==> src/rtl/adam_dmi_pkg.sv <==
// adam_dmi_pkg
// Shared types and constants for the DMI command engine and its users.
//   cmd_op_t      host command opcodes (NOP/READ/WRITE/POLL)
//   rsp_status_t  result status returned to the host
//   dmi_op_t      DMI request opcodes; DMI_RSP_* are the DMI response codes
//   DM_*          debug-module register addresses and commonly used bit indices
package adam_dmi_pkg;

    typedef enum logic [1:0] {
        CMD_NOP   = 2'd0,
        CMD_READ  = 2'd1,
        CMD_WRITE = 2'd2,
        CMD_POLL  = 2'd3
    } cmd_op_t;

    typedef enum logic [1:0] {
        RSP_OK       = 2'd0,
        RSP_ERR_FAIL = 2'd1,
        RSP_ERR_BUSY = 2'd2,
        RSP_TIMEOUT  = 2'd3
    } rsp_status_t;

    typedef enum logic [1:0] {
        DMI_OP_NOP   = 2'd0,
        DMI_OP_READ  = 2'd1,
        DMI_OP_WRITE = 2'd2
    } dmi_op_t;

    // DMI response codes; 1 is reserved and handled as a failure
    localparam logic [1:0] DMI_RSP_SUCCESS = 2'd0;
    localparam logic [1:0] DMI_RSP_FAILED  = 2'd2;
    localparam logic [1:0] DMI_RSP_BUSY    = 2'd3;

    localparam logic [6:0] DM_DMCONTROL = 7'h10;
    localparam logic [6:0] DM_DMSTATUS  = 7'h11;

    localparam int unsigned DMCONTROL_HALTREQ      = 31;
    localparam int unsigned DMCONTROL_RESUMEREQ    = 30;
    localparam int unsigned DMSTATUS_ALLHALTED     = 9;
    localparam int unsigned DMSTATUS_ALLRESUMEACK  = 17;

endpackage

==> src/rtl/adam_dmi_cmd_engine.sv <==
// adam_dmi_cmd_engine
// Sequences one host command into DMI accesses toward the debug module: single
// read/write, or a poll loop that re-reads until (rd & mask) == (data & mask).
// Busy responses are retried up to MAX_RETRY times; IDLE idle cycles separate a
// DMI response from the next request. Exactly one DMI access is outstanding.
// Ports:
//   clk, rst                     clock, synchronous active-high reset
//   cmd_*                        command channel (valid/ready, op/addr/data/mask)
//   rsp_*                        result channel (valid/ready, data/status/polls)
//   dmi_req_*                    DMI request channel toward the DM
//   dmi_rsp_*                    DMI response channel from the DM
module adam_dmi_cmd_engine
    import adam_dmi_pkg::*;
#(
    parameter int ABITS     = 7,
    parameter int DW        = 32,
    parameter int IDLE      = 1,
    parameter int MAX_RETRY = 8,
    parameter int POLL_TMO  = 1024
) (
    input  logic                          clk,
    input  logic                          rst,
    input  logic                          cmd_valid,
    output logic                          cmd_ready,
    input  logic [1:0]                    cmd_op,
    input  logic [ABITS-1:0]              cmd_addr,
    input  logic [DW-1:0]                 cmd_data,
    input  logic [DW-1:0]                 cmd_mask,
    output logic                          rsp_valid,
    input  logic                          rsp_ready,
    output logic [DW-1:0]                 rsp_data,
    output logic [1:0]                    rsp_status,
    output logic [$clog2(POLL_TMO+1)-1:0] rsp_polls,
    output logic                          dmi_req_valid,
    input  logic                          dmi_req_ready,
    output logic [ABITS-1:0]              dmi_req_addr,
    output logic [DW-1:0]                 dmi_req_data,
    output logic [1:0]                    dmi_req_op,
    input  logic                          dmi_rsp_valid,
    output logic                          dmi_rsp_ready,
    input  logic [DW-1:0]                 dmi_rsp_data,
    input  logic [1:0]                    dmi_rsp_op
);

    localparam int PW = $clog2(POLL_TMO + 1);
    localparam int RW = $clog2(MAX_RETRY + 2);
    localparam int GW = (IDLE > 1) ? $clog2(IDLE) : 1;

    if (ABITS < 1 || POLL_TMO < 1) begin : g_param_check
        $error("adam_dmi_cmd_engine: ABITS and POLL_TMO must be >= 1");
    end

    typedef enum logic [2:0] {
        S_IDLE,
        S_ISSUE,
        S_WAIT,
        S_GAP,
        S_RESP
    } state_t;

    state_t             state_q,      state_d;
    cmd_op_t            op_q,         op_d;
    logic [ABITS-1:0]   addr_q,       addr_d;
    logic [DW-1:0]      data_q,       data_d;
    logic [DW-1:0]      mask_q,       mask_d;
    logic [RW-1:0]      retry_q,      retry_d;
    logic [PW-1:0]      polls_q,      polls_d;
    logic [GW-1:0]      gap_q,        gap_d;
    logic [DW-1:0]      rsp_data_q,   rsp_data_d;
    rsp_status_t        rsp_status_q, rsp_status_d;

    always_ff @(posedge clk) begin
        if (rst) begin
            state_q      <= S_IDLE;
            op_q         <= CMD_NOP;
            addr_q       <= '0;
            data_q       <= '0;
            mask_q       <= '0;
            retry_q      <= '0;
            polls_q      <= '0;
            gap_q        <= '0;
            rsp_data_q   <= '0;
            rsp_status_q <= RSP_OK;
        end else begin
            state_q      <= state_d;
            op_q         <= op_d;
            addr_q       <= addr_d;
            data_q       <= data_d;
            mask_q       <= mask_d;
            retry_q      <= retry_d;
            polls_q      <= polls_d;
            gap_q        <= gap_d;
            rsp_data_q   <= rsp_data_d;
            rsp_status_q <= rsp_status_d;
        end
    end

    always_comb begin
        state_d      = state_q;
        op_d         = op_q;
        addr_d       = addr_q;
        data_d       = data_q;
        mask_d       = mask_q;
        retry_d      = retry_q;
        polls_d      = polls_q;
        gap_d        = gap_q;
        rsp_data_d   = rsp_data_q;
        rsp_status_d = rsp_status_q;

        unique case (state_q)
            S_IDLE: begin
                if (cmd_valid) begin
                    op_d         = cmd_op_t'(cmd_op);
                    addr_d       = cmd_addr;
                    data_d       = cmd_data;
                    mask_d       = cmd_mask;
                    retry_d      = '0;
                    polls_d      = '0;
                    gap_d        = '0;
                    rsp_data_d   = '0;
                    rsp_status_d = RSP_OK;
                    state_d      = (cmd_op_t'(cmd_op) == CMD_NOP) ? S_RESP : S_ISSUE;
                end
            end

            S_ISSUE: begin
                if (dmi_req_ready) begin
                    state_d = S_WAIT;
                end
            end

            S_WAIT: begin
                if (dmi_rsp_valid) begin
                    // Every path either ends the command or schedules the next
                    // access, which goes through GAP unless IDLE is zero.
                    if (dmi_rsp_op == DMI_RSP_BUSY) begin
                        if (retry_q != RW'(MAX_RETRY + 1)) begin
                            retry_d = retry_q + RW'(1);
                        end
                        if (retry_d > RW'(MAX_RETRY)) begin
                            rsp_status_d = RSP_ERR_BUSY;
                            state_d      = S_RESP;
                        end else begin
                            gap_d   = '0;
                            state_d = (IDLE == 0) ? S_ISSUE : S_GAP;
                        end
                    end else if (dmi_rsp_op == DMI_RSP_SUCCESS) begin
                        if (op_q == CMD_POLL) begin
                            if (polls_q != PW'(POLL_TMO)) begin
                                polls_d = polls_q + PW'(1);
                            end
                            rsp_data_d = dmi_rsp_data;
                            if (((dmi_rsp_data ^ data_q) & mask_q) == '0) begin
                                rsp_status_d = RSP_OK;
                                state_d      = S_RESP;
                            end else if (polls_d == PW'(POLL_TMO)) begin
                                rsp_status_d = RSP_TIMEOUT;
                                state_d      = S_RESP;
                            end else begin
                                retry_d = '0;
                                gap_d   = '0;
                                state_d = (IDLE == 0) ? S_ISSUE : S_GAP;
                            end
                        end else begin
                            rsp_data_d   = (op_q == CMD_READ) ? dmi_rsp_data : '0;
                            rsp_status_d = RSP_OK;
                            state_d      = S_RESP;
                        end
                    end else begin
                        rsp_status_d = RSP_ERR_FAIL;
                        state_d      = S_RESP;
                    end
                end
            end

            S_GAP: begin
                if (gap_q == GW'(IDLE - 1)) begin
                    state_d = S_ISSUE;
                end else begin
                    gap_d = gap_q + GW'(1);
                end
            end

            S_RESP: begin
                if (rsp_ready) begin
                    state_d = S_IDLE;
                end
            end

            default: state_d = S_IDLE;
        endcase
    end

    assign cmd_ready     = (state_q == S_IDLE);
    assign rsp_valid     = (state_q == S_RESP);
    assign rsp_data      = rsp_data_q;
    assign rsp_status    = rsp_status_q;
    assign rsp_polls     = polls_q;
    assign dmi_req_valid = (state_q == S_ISSUE);
    assign dmi_req_addr  = addr_q;
    assign dmi_req_data  = (op_q == CMD_WRITE) ? data_q : '0;
    assign dmi_req_op    = (op_q == CMD_WRITE) ? DMI_OP_WRITE : DMI_OP_READ;
    assign dmi_rsp_ready = (state_q == S_WAIT);

    // A response with no access outstanding is a DM-side protocol error.
    a_rsp_only_in_wait : assert property (
        @(posedge clk) disable iff (rst) dmi_rsp_valid |-> (state_q == S_WAIT)
    );

endmodule

==> config.mk <==
export PLATFORM = sky130hd
export DESIGN_NAME = adam_dmi_cmd_engine
export DESIGN_NICKNAME = d
export VERILOG_FILES = /design/src/rtl/adam_dmi_pkg.sv /design/src/rtl/adam_dmi_cmd_engine.sv
export SDC_FILE = /design/constraint.sdc
export NUM_CORES = 1
export LEC_CHECK = 0
export CAP_MARGIN = 20
export CORE_UTILIZATION = 36
export CTS_BUF_LIST = sky130_fd_sc_hd__clkbuf_4
export DETAILED_ROUTE_END_ITERATION = 7
export GPL_TIMING_DRIVEN = 0
export PLACE_DENSITY_LB_ADDON = 0.25
export SYNTH_ARGS = -nofsm -noshare
export SYNTH_HDL_FRONTEND = slang
export SYNTH_SLANG_ARGS = --single-unit
==> constraint.sdc <==
create_clock -name clk -period 2.6 [get_ports clk]
set_input_delay 0.78 -clock clk [delete_from_list [all_inputs] [get_ports clk]]
set_output_delay 0.78 -clock clk [all_outputs]
set_load 0.005 [all_outputs]
# Yosys cells after proc, flatten, opt, wreduce, memory -nomap -nowiden
# Cells that the tools add are included.
[word_totals]
regBits = 126
inputBits = 113
out_inout_bits = 90
word_cells = 120
[classes]
add_sub_neg = 3
n_lt_le_gt_ge = 1
n_eq_ne = 26
n_mux = 65
n_bitwise = 2
n_reduce_logical = 13
[op_table]
columns = ["cell", "n"]
rows = [
  ["two-way mux 32 bit", 7],
  ["two-way mux 11 bit", 11],
  ["one-hot mux 32 bit (2 select lines)", 1],
  ["two-way mux 4 bit", 11],
  ["two-way mux 3 bit", 12],
  ["AND 32 bit", 1],
  ["logical NOT 32 bit", 1],
  ["XOR 32 bit", 1],
  ["one-hot mux 11 bit (2 select lines)", 1],
  ["two-way mux 2 bit", 9],
  ["one-hot mux 3 bit (5 select lines)", 1],
  ["AND reduction 5 bit", 3],
  ["adder 11 x 1 -> 11 bit, second input constant", 1],
  ["equality test 11 bit, second input constant", 1],
  ["!= test 11 bit, second input constant", 1],
  ["two-way mux 1 bit", 9],
  ["!= test 3 bit, second input constant", 3],
  ["!= test 2 x 1 -> 1 bit, second input constant", 4],
  ["!= test 2 bit, second input constant", 4],
  ["one-hot mux 4 bit (2 select lines)", 1],
  ["AND reduction 8 bit", 1],
  ["AND reduction 7 bit", 1],
  ["equality test 2 bit, second input constant", 3],
  ["equality test 3 x 2 -> 1 bit, second input constant", 2],
  ["other kinds (18)", 20],
]

# Longest topological paths before layout
[logic_depth]
ltp_word = 15
mapped_depth = 9
mapped_depth_nobuf = 9

# Least setup slack after synthesis
# OpenSTA, ideal clock, no wires.
[synth_path]
path_kind = "in2reg"
start = "input dmi_rsp_data[0]"
end = "register state_q[0]"
setup_time_ns = 0.120
t_arrival_ns = 2.118
required_ns = 2.480
slack_ns = 0.363
cell_stages = 7
n_path_buf = 0
path_cell_list = "xor2_1 -> a22oi_1 -> nand4_1 -> nor4_2 -> or2_2 -> o21ai_2 -> o31a_1"
[synth_between]
elab_chain_len = 9
[synth_lines]
columns = ["element", "line_no", "source"]
rows = [
  ["start, declared", "adam_dmi_cmd_engine.sv:41", "input logic [DW-1:0] dmi_rsp_data,"],
  ["XOR 32 bit", "adam_dmi_cmd_engine.sv:153", "if (((dmi_rsp_data ^ data_q) & mask_q) == '0) begin"],
  ["AND 32 bit", "adam_dmi_cmd_engine.sv:153", ""],
  ["logical NOT 32 bit", "adam_dmi_cmd_engine.sv:153", ""],
  ["two-way mux 3 bit", "adam_dmi_cmd_engine.sv:153", ""],
  ["two-way mux 3 bit", "adam_dmi_cmd_engine.sv:148", "if (op_q == CMD_POLL) begin"],
  ["two-way mux 3 bit", "adam_dmi_cmd_engine.sv:147", "end else if (dmi_rsp_op == DMI_RSP_SUCCESS) begin"],
  ["two-way mux 3 bit", "adam_dmi_cmd_engine.sv:136", "if (dmi_rsp_op == DMI_RSP_BUSY) begin"],
  ["two-way mux 3 bit", "adam_dmi_cmd_engine.sv:133", "if (dmi_rsp_valid) begin"],
  ["one-hot mux 3 bit (5 select lines)", "adam_dmi_cmd_engine.sv:110", "unique case (state_q)"],
  ["end signal, assigned", "adam_dmi_cmd_engine.sv:85", "state_q <= state_d;"],
  ["end, declared", "adam_dmi_cmd_engine.sv:61", "state_t state_q, state_d;"],
]
# No other way between the ends. The select of a mux whose other input is x is not followed.
# A chain may end at the register's enable or synchronous reset.

# Worst setup path after layout
[layout_path]
start = "register op_q[0]"
end = "output dmi_req_op[0]"
[layout_between]
elab_chain_len = 2
[layout_lines]
columns = ["element", "line_no", "source"]
rows = [
  ["start, declared", "adam_dmi_cmd_engine.sv:62", "cmd_op_t op_q, op_d;"],
  ["start signal, assigned", "adam_dmi_cmd_engine.sv:86", "op_q <= op_d;"],
  ["equality test 2 bit", "adam_dmi_cmd_engine.sv:202", "assign dmi_req_op = (op_q == CMD_WRITE) ? DMI_OP_WRITE : DMI_OP_READ;"],
  ["two-way mux 2 bit", "adam_dmi_cmd_engine.sv:202", ""],
  ["end, declared", "adam_dmi_cmd_engine.sv:38", "output logic [1:0] dmi_req_op,"],
]
# No other way between the ends.

==> tab_implementation.tex <==
\begin{tabular}{lr}
\hline
Metric & Value \\
\hline
\multicolumn{2}{l}{\textbf{Status}} \\
\quad Run status & finished, final reports clean \\
\multicolumn{2}{l}{\textbf{STA}} \\
\quad Max Clock Freq & 0.394 GHz \\
\quad Min cycle time layout & 2.54 ns \\
\quad Tightest slew margin relative to the limit & 0.529 \\
\quad Worst setup skew after layout & 0.0210 ns \\
\quad Total count of max-transition violations in the final report & 0 \\
\quad Worst Setup Slack, final & 0.0647 ns \\
\quad Transition time at the pin with the least slew margin & 0.697 ns \\
\quad Setup Viol. Count Final & 0 \\
\quad Fin. Hold Viols & 0 \\
\quad Final sum of negative setup slack & 0 ns \\
\quad Setup repair after global routing missed its margin & no \\
\quad Final period utilization & 0.975 \\
\multicolumn{2}{l}{\textbf{Critical path}} \\
\quad Cell with the biggest individual delay on the critical path & dfxtp\_4 \\
\quad Top fanout value on the critical path & 6 \\
\quad Ordered cell list for the critical path & nor2b\_4, buf\_12, buf\_4, clkbuf\_8, inv\_1, dlygate4sd2\_1 \\
\quad Crit path required time & 1.82 ns \\
\quad Arrival time at the worst endpoint & 1.76 ns \\
\quad Peak per-stage delay on the critical path & 0.38 ns \\
\quad Launching element type of the critical path & register \\
\quad Category of the most critical setup path & register to primary output \\
\quad Kind of end point of the critical path & primary output \\
\multicolumn{2}{l}{\textbf{Global routing}} \\
\quad Remaining global-route overflow & 0 \\
\quad GRT Total Usage & 0.249 \\
\quad First-pass GRT wire length & 31000 um \\
\quad Antenna violations before repair & 2 \\
\quad Vias in the first global route & 5795 \\
\quad Maximum number of pins on one net before global-route repair & 17 \\
\multicolumn{2}{l}{\textbf{Drt}} \\
\quad Post-DR vias/cell & 5.13 \\
\quad ANT nets after route & 0 \\
\quad Detailed-route via count & 6227 \\
\quad Detailed Route Iter0 Violations & 410 \\
\quad Per-cell routed wire length & 16.9 um \\
\quad DRT Wirelength & 20400 um \\
\quad DRC Markers & 0 \\
\quad First-pass detailed-route iteration total & 6 \\
\multicolumn{2}{l}{\textbf{Power}} \\
\quad Clock network fraction of total power & 0.296 \\
\quad Switching power as a share of total power & 0.311 \\
\quad Leak Pwr & 3.20 nW \\
\quad Proportion of power drawn by flip-flops and latches & 0.499 \\
\quad Relative contribution of combinational cells to total power & 0.206 \\
\quad Internal portion of total power & 2.87 mW \\
\quad Worst ir drop on vdd & 0.000295 V \\
\quad Post-layout power & 4.16 mW \\
\quad Power Dens Cells & 492 nW/um2 \\
\quad Net switching power figure & 1.29 mW \\
\multicolumn{2}{l}{\textbf{Yosys}} \\
\quad Seq/Total Area, Yosys & 0.431 \\
\quad Share of synthesized registers carrying an async set or reset & 0 \\
\quad Cell area after technology mapping & 5800 um2 \\
\quad Number of distinct library cells after synthesis & 58 \\
\quad Top cells by area, synth & dfxtp\_1, nand2\_1, a21oi\_1, xor2\_1, and2\_1 \\
\quad Number of enable-type register cells in the synthesized netlist & 0 \\
\quad Avg Synthesized Cell Area & 7.72 um2 \\
\quad Share of the synthesized area in the top cell type & 0.431 \\
\quad Number of synthesis warnings & 0 \\
\quad Post-synthesis cell count & 752 \\
\quad Cell type with the largest total area after synthesis & dfxtp\_1 \\
\quad Mapped Nets & 869 \\
\quad Number of storage elements in the synthesis netlist & 125 \\
\quad Main flop type after synthesis & dfxtp\_1 \\
\multicolumn{2}{l}{\textbf{Layout}} \\
\quad Footprint of the multi-input gates & 3100 um2 \\
\quad Fraction of layout instances using a drive strength above 1 & 0.104 \\
\quad Fill count & 1554 \\
\quad Area overhead of the layout relative to synthesis & 45.8\% \\
\quad Final-stage net count & 1101 \\
\quad Combined flip-flop and latch cell area & 2510 um2 \\
\quad Cell area after layout & 8460 um2 \\
\multicolumn{2}{l}{\textbf{Clock tree}} \\
\quad TritonCTS clock tree & built \\
\quad Total number of clock tree sinks & 125 \\
\quad Number of H-tree branching levels & 4 \\
\quad Clock-pin slew on the worst setup and hold paths & 0.12 ns \\
\quad Number of buffers created by CTS & 17 \\
\quad Clock Latency Late Sink & 0.56 ns \\
\quad Worst-case clock buffer depth & 2 \\
\quad CTS root buffer & clkbuf\_4 \\
\multicolumn{2}{l}{\textbf{Die}} \\
\quad Core Footprint & 15800 um2 \\
\quad Ports placed on the boundary & 203 \\
\quad Overall die area & 16600 um2 \\
\quad Initial standard-cell utilization of the core & 0.367 \\
\quad Site row count & 46 \\
\quad Die extent in y & 129 um \\
\quad Die outline width & 129 um \\
\multicolumn{2}{l}{\textbf{Placed design}} \\
\quad HPWL after detailed placement & 15100 um \\
\quad Worst setup slack before clock tree synthesis & -0.604 ns \\
\quad Buffers added on ports & 201 \\
\quad Post-DP Area & 8090 um2 \\
\quad Routability Congestion & 0.887 \\
\multicolumn{2}{l}{\textbf{Run}} \\
\quad MaxCap Viol Count & 0 \\
\multicolumn{2}{l}{\textbf{Hold path}} \\
\quad Path type of the worst min-delay path & register to register \\
\hline
\end{tabular}
==> timing repair <==
action                                  in CTS  in global routing
pin swaps                                    0                  2
resized for setup                           89                 23
hold buffers                                 0                  0
endpoints found under the setup margin      38                 27
gates cloned                                 1                  0
buffers inserted                             8                  4
==> critical path: cells and delay by family (launching register included) <==
family	cells	cell delay [ns]
flip-flops	1	0.38
buffers and inverters	5	0.67
AND/OR/NAND/NOR	1	0.13
==> synth_stat cells (2+ instances only) <==
cell type,n
nand2_1,202
dfxtp_1,125
a21oi_1,119
nand3_1,40
clkbuf_1,38
and2_1,36
xor2_1,34
nor2_1,22
a22oi_1,17
o21ai_0,15
inv_1,11
buf_2,9
and3_1,7
a311oi_1,5
nor3_1,5
a41oi_1,4
ha_1,4
nand4_1,4
a2111oi_0,3
a31oi_1,3
nand2b_1,3
nor3b_1,3
nor4_1,3
o211ai_1,3
a211oi_2,2
mux2_2,2
or2_2,2
==> registers in the layout, summed over array words and instances (netlist names) <==
signal,cells
op_q,2
state_q,3
rsp_data,32
rsp_polls,11
retry_q,4
rsp_status,2
mask_q,32
data_q,32
dmi_req_addr,7
==> logic make-up (layout without fill, tap and decap cells) <==
family | Yosys count | in the layout | synth area share
buffers and inverters | 61 | 305 | 0.0435
other | 0 | 1 | 0
xor gates and xnor gates | 34 | 34 | 0.0513
DFF | 125 | 125 | 0.431
adders and majority gates | 4 | 4 | 0.00862
and+or+nand+nor | 338 | 338 | 0.264
AOI/OAI and AO/OA | 186 | 186 | 0.194
muxes | 4 | 4 | 0.00819
==> power groups by stage <==
stage / sequential (mW) / clock (mW) / combinational, mW
after floorplan: 2.10 / 0 / 0.386
final: 2.07 / 1.23 / 0.855
after global routing: 2.09 / 1.35 / 0.932
after global placement: 2.11 / 0 / 0.791
after detailed placement: 2.12 / 0 / 0.796
after CTS: 2.08 / 1.26 / 0.832
==> through the flow <==
| step | std cells | utilization | hold slack, ns |
|---|---|---|---|
| after global routing | 1213 | 0.535 | 0.477 |
| after CTS | 1209 | 0.536 | 0.461 |
| after detailed placement | 1169 | 0.511 | 0.444 |
| after floorplan | 752 | - | 0.436 |
| final | 1213 | 0.535 | 0.456 |
| after global placement | 1169 | 0.511 | 0.437 |
==> worst paths after layout <==
path	from	end	slack [ns]	cells past startpoint
max	op_q[0]	dmi_req_op[0]	0.06	6
min	rsp_data[3]	rsp_data[3]	0.46	2
max reg2reg	rsp_polls[0]	rsp_status[1]	0.20	8
min reg2reg	rsp_data[3]	rsp_data[3]	0.46	2
==> layout make-up <==
class	count	share of cell area
Multi-Input combinational cell	566	0.367
Sequential cell	125	0.297
Timing Repair Buffer	214	0.242
Tap cell	216	0.0319
Buffer	49	0.0281
Clock buffer	19	0.0169
Clock inverter	12	0.0118
Inverter	11	0.00517
Antenna cell	1	0.000296
==> placed cells by master, fill, tap and decap left out, types with 4 or more instances in the layout <==
master           instances
buf_4                   11
nand2_1                201
o21ai_0                 15
clkinv_2                 5
ha_1                     4
clkdlybuf4s50_1        163
dfxtp_1                121
nand3_1                 40
and3_1                   7
xor2_1                  34
a311oi_1                 5
a21oi_1                118
inv_1                   10
nor3_1                   4
a22oi_1                 17
clkbuf_1                34
buf_2                    9
nand4_1                  4
nor2_1                  22
clkbuf_2                14
and2_1                  34
clkbuf_4                20
dlygate4sd2_1           18
a41oi_1                  4
==> metal layers <==
| layer | wire [um] | up-vias | track usage |
|---|---|---|---|
| met3 | 1790 | 41 | 0.0707 |
| met2 | 9360 | 262 | 0.395 |
| met5 | 0 | - | 0 |
| met1 | 8790 | 2887 | 0.317 |
| li1 | - | 3037 | - |
| met4 | 514 | 0 | 0.103 |
Power figures use the tool's default switching activity.
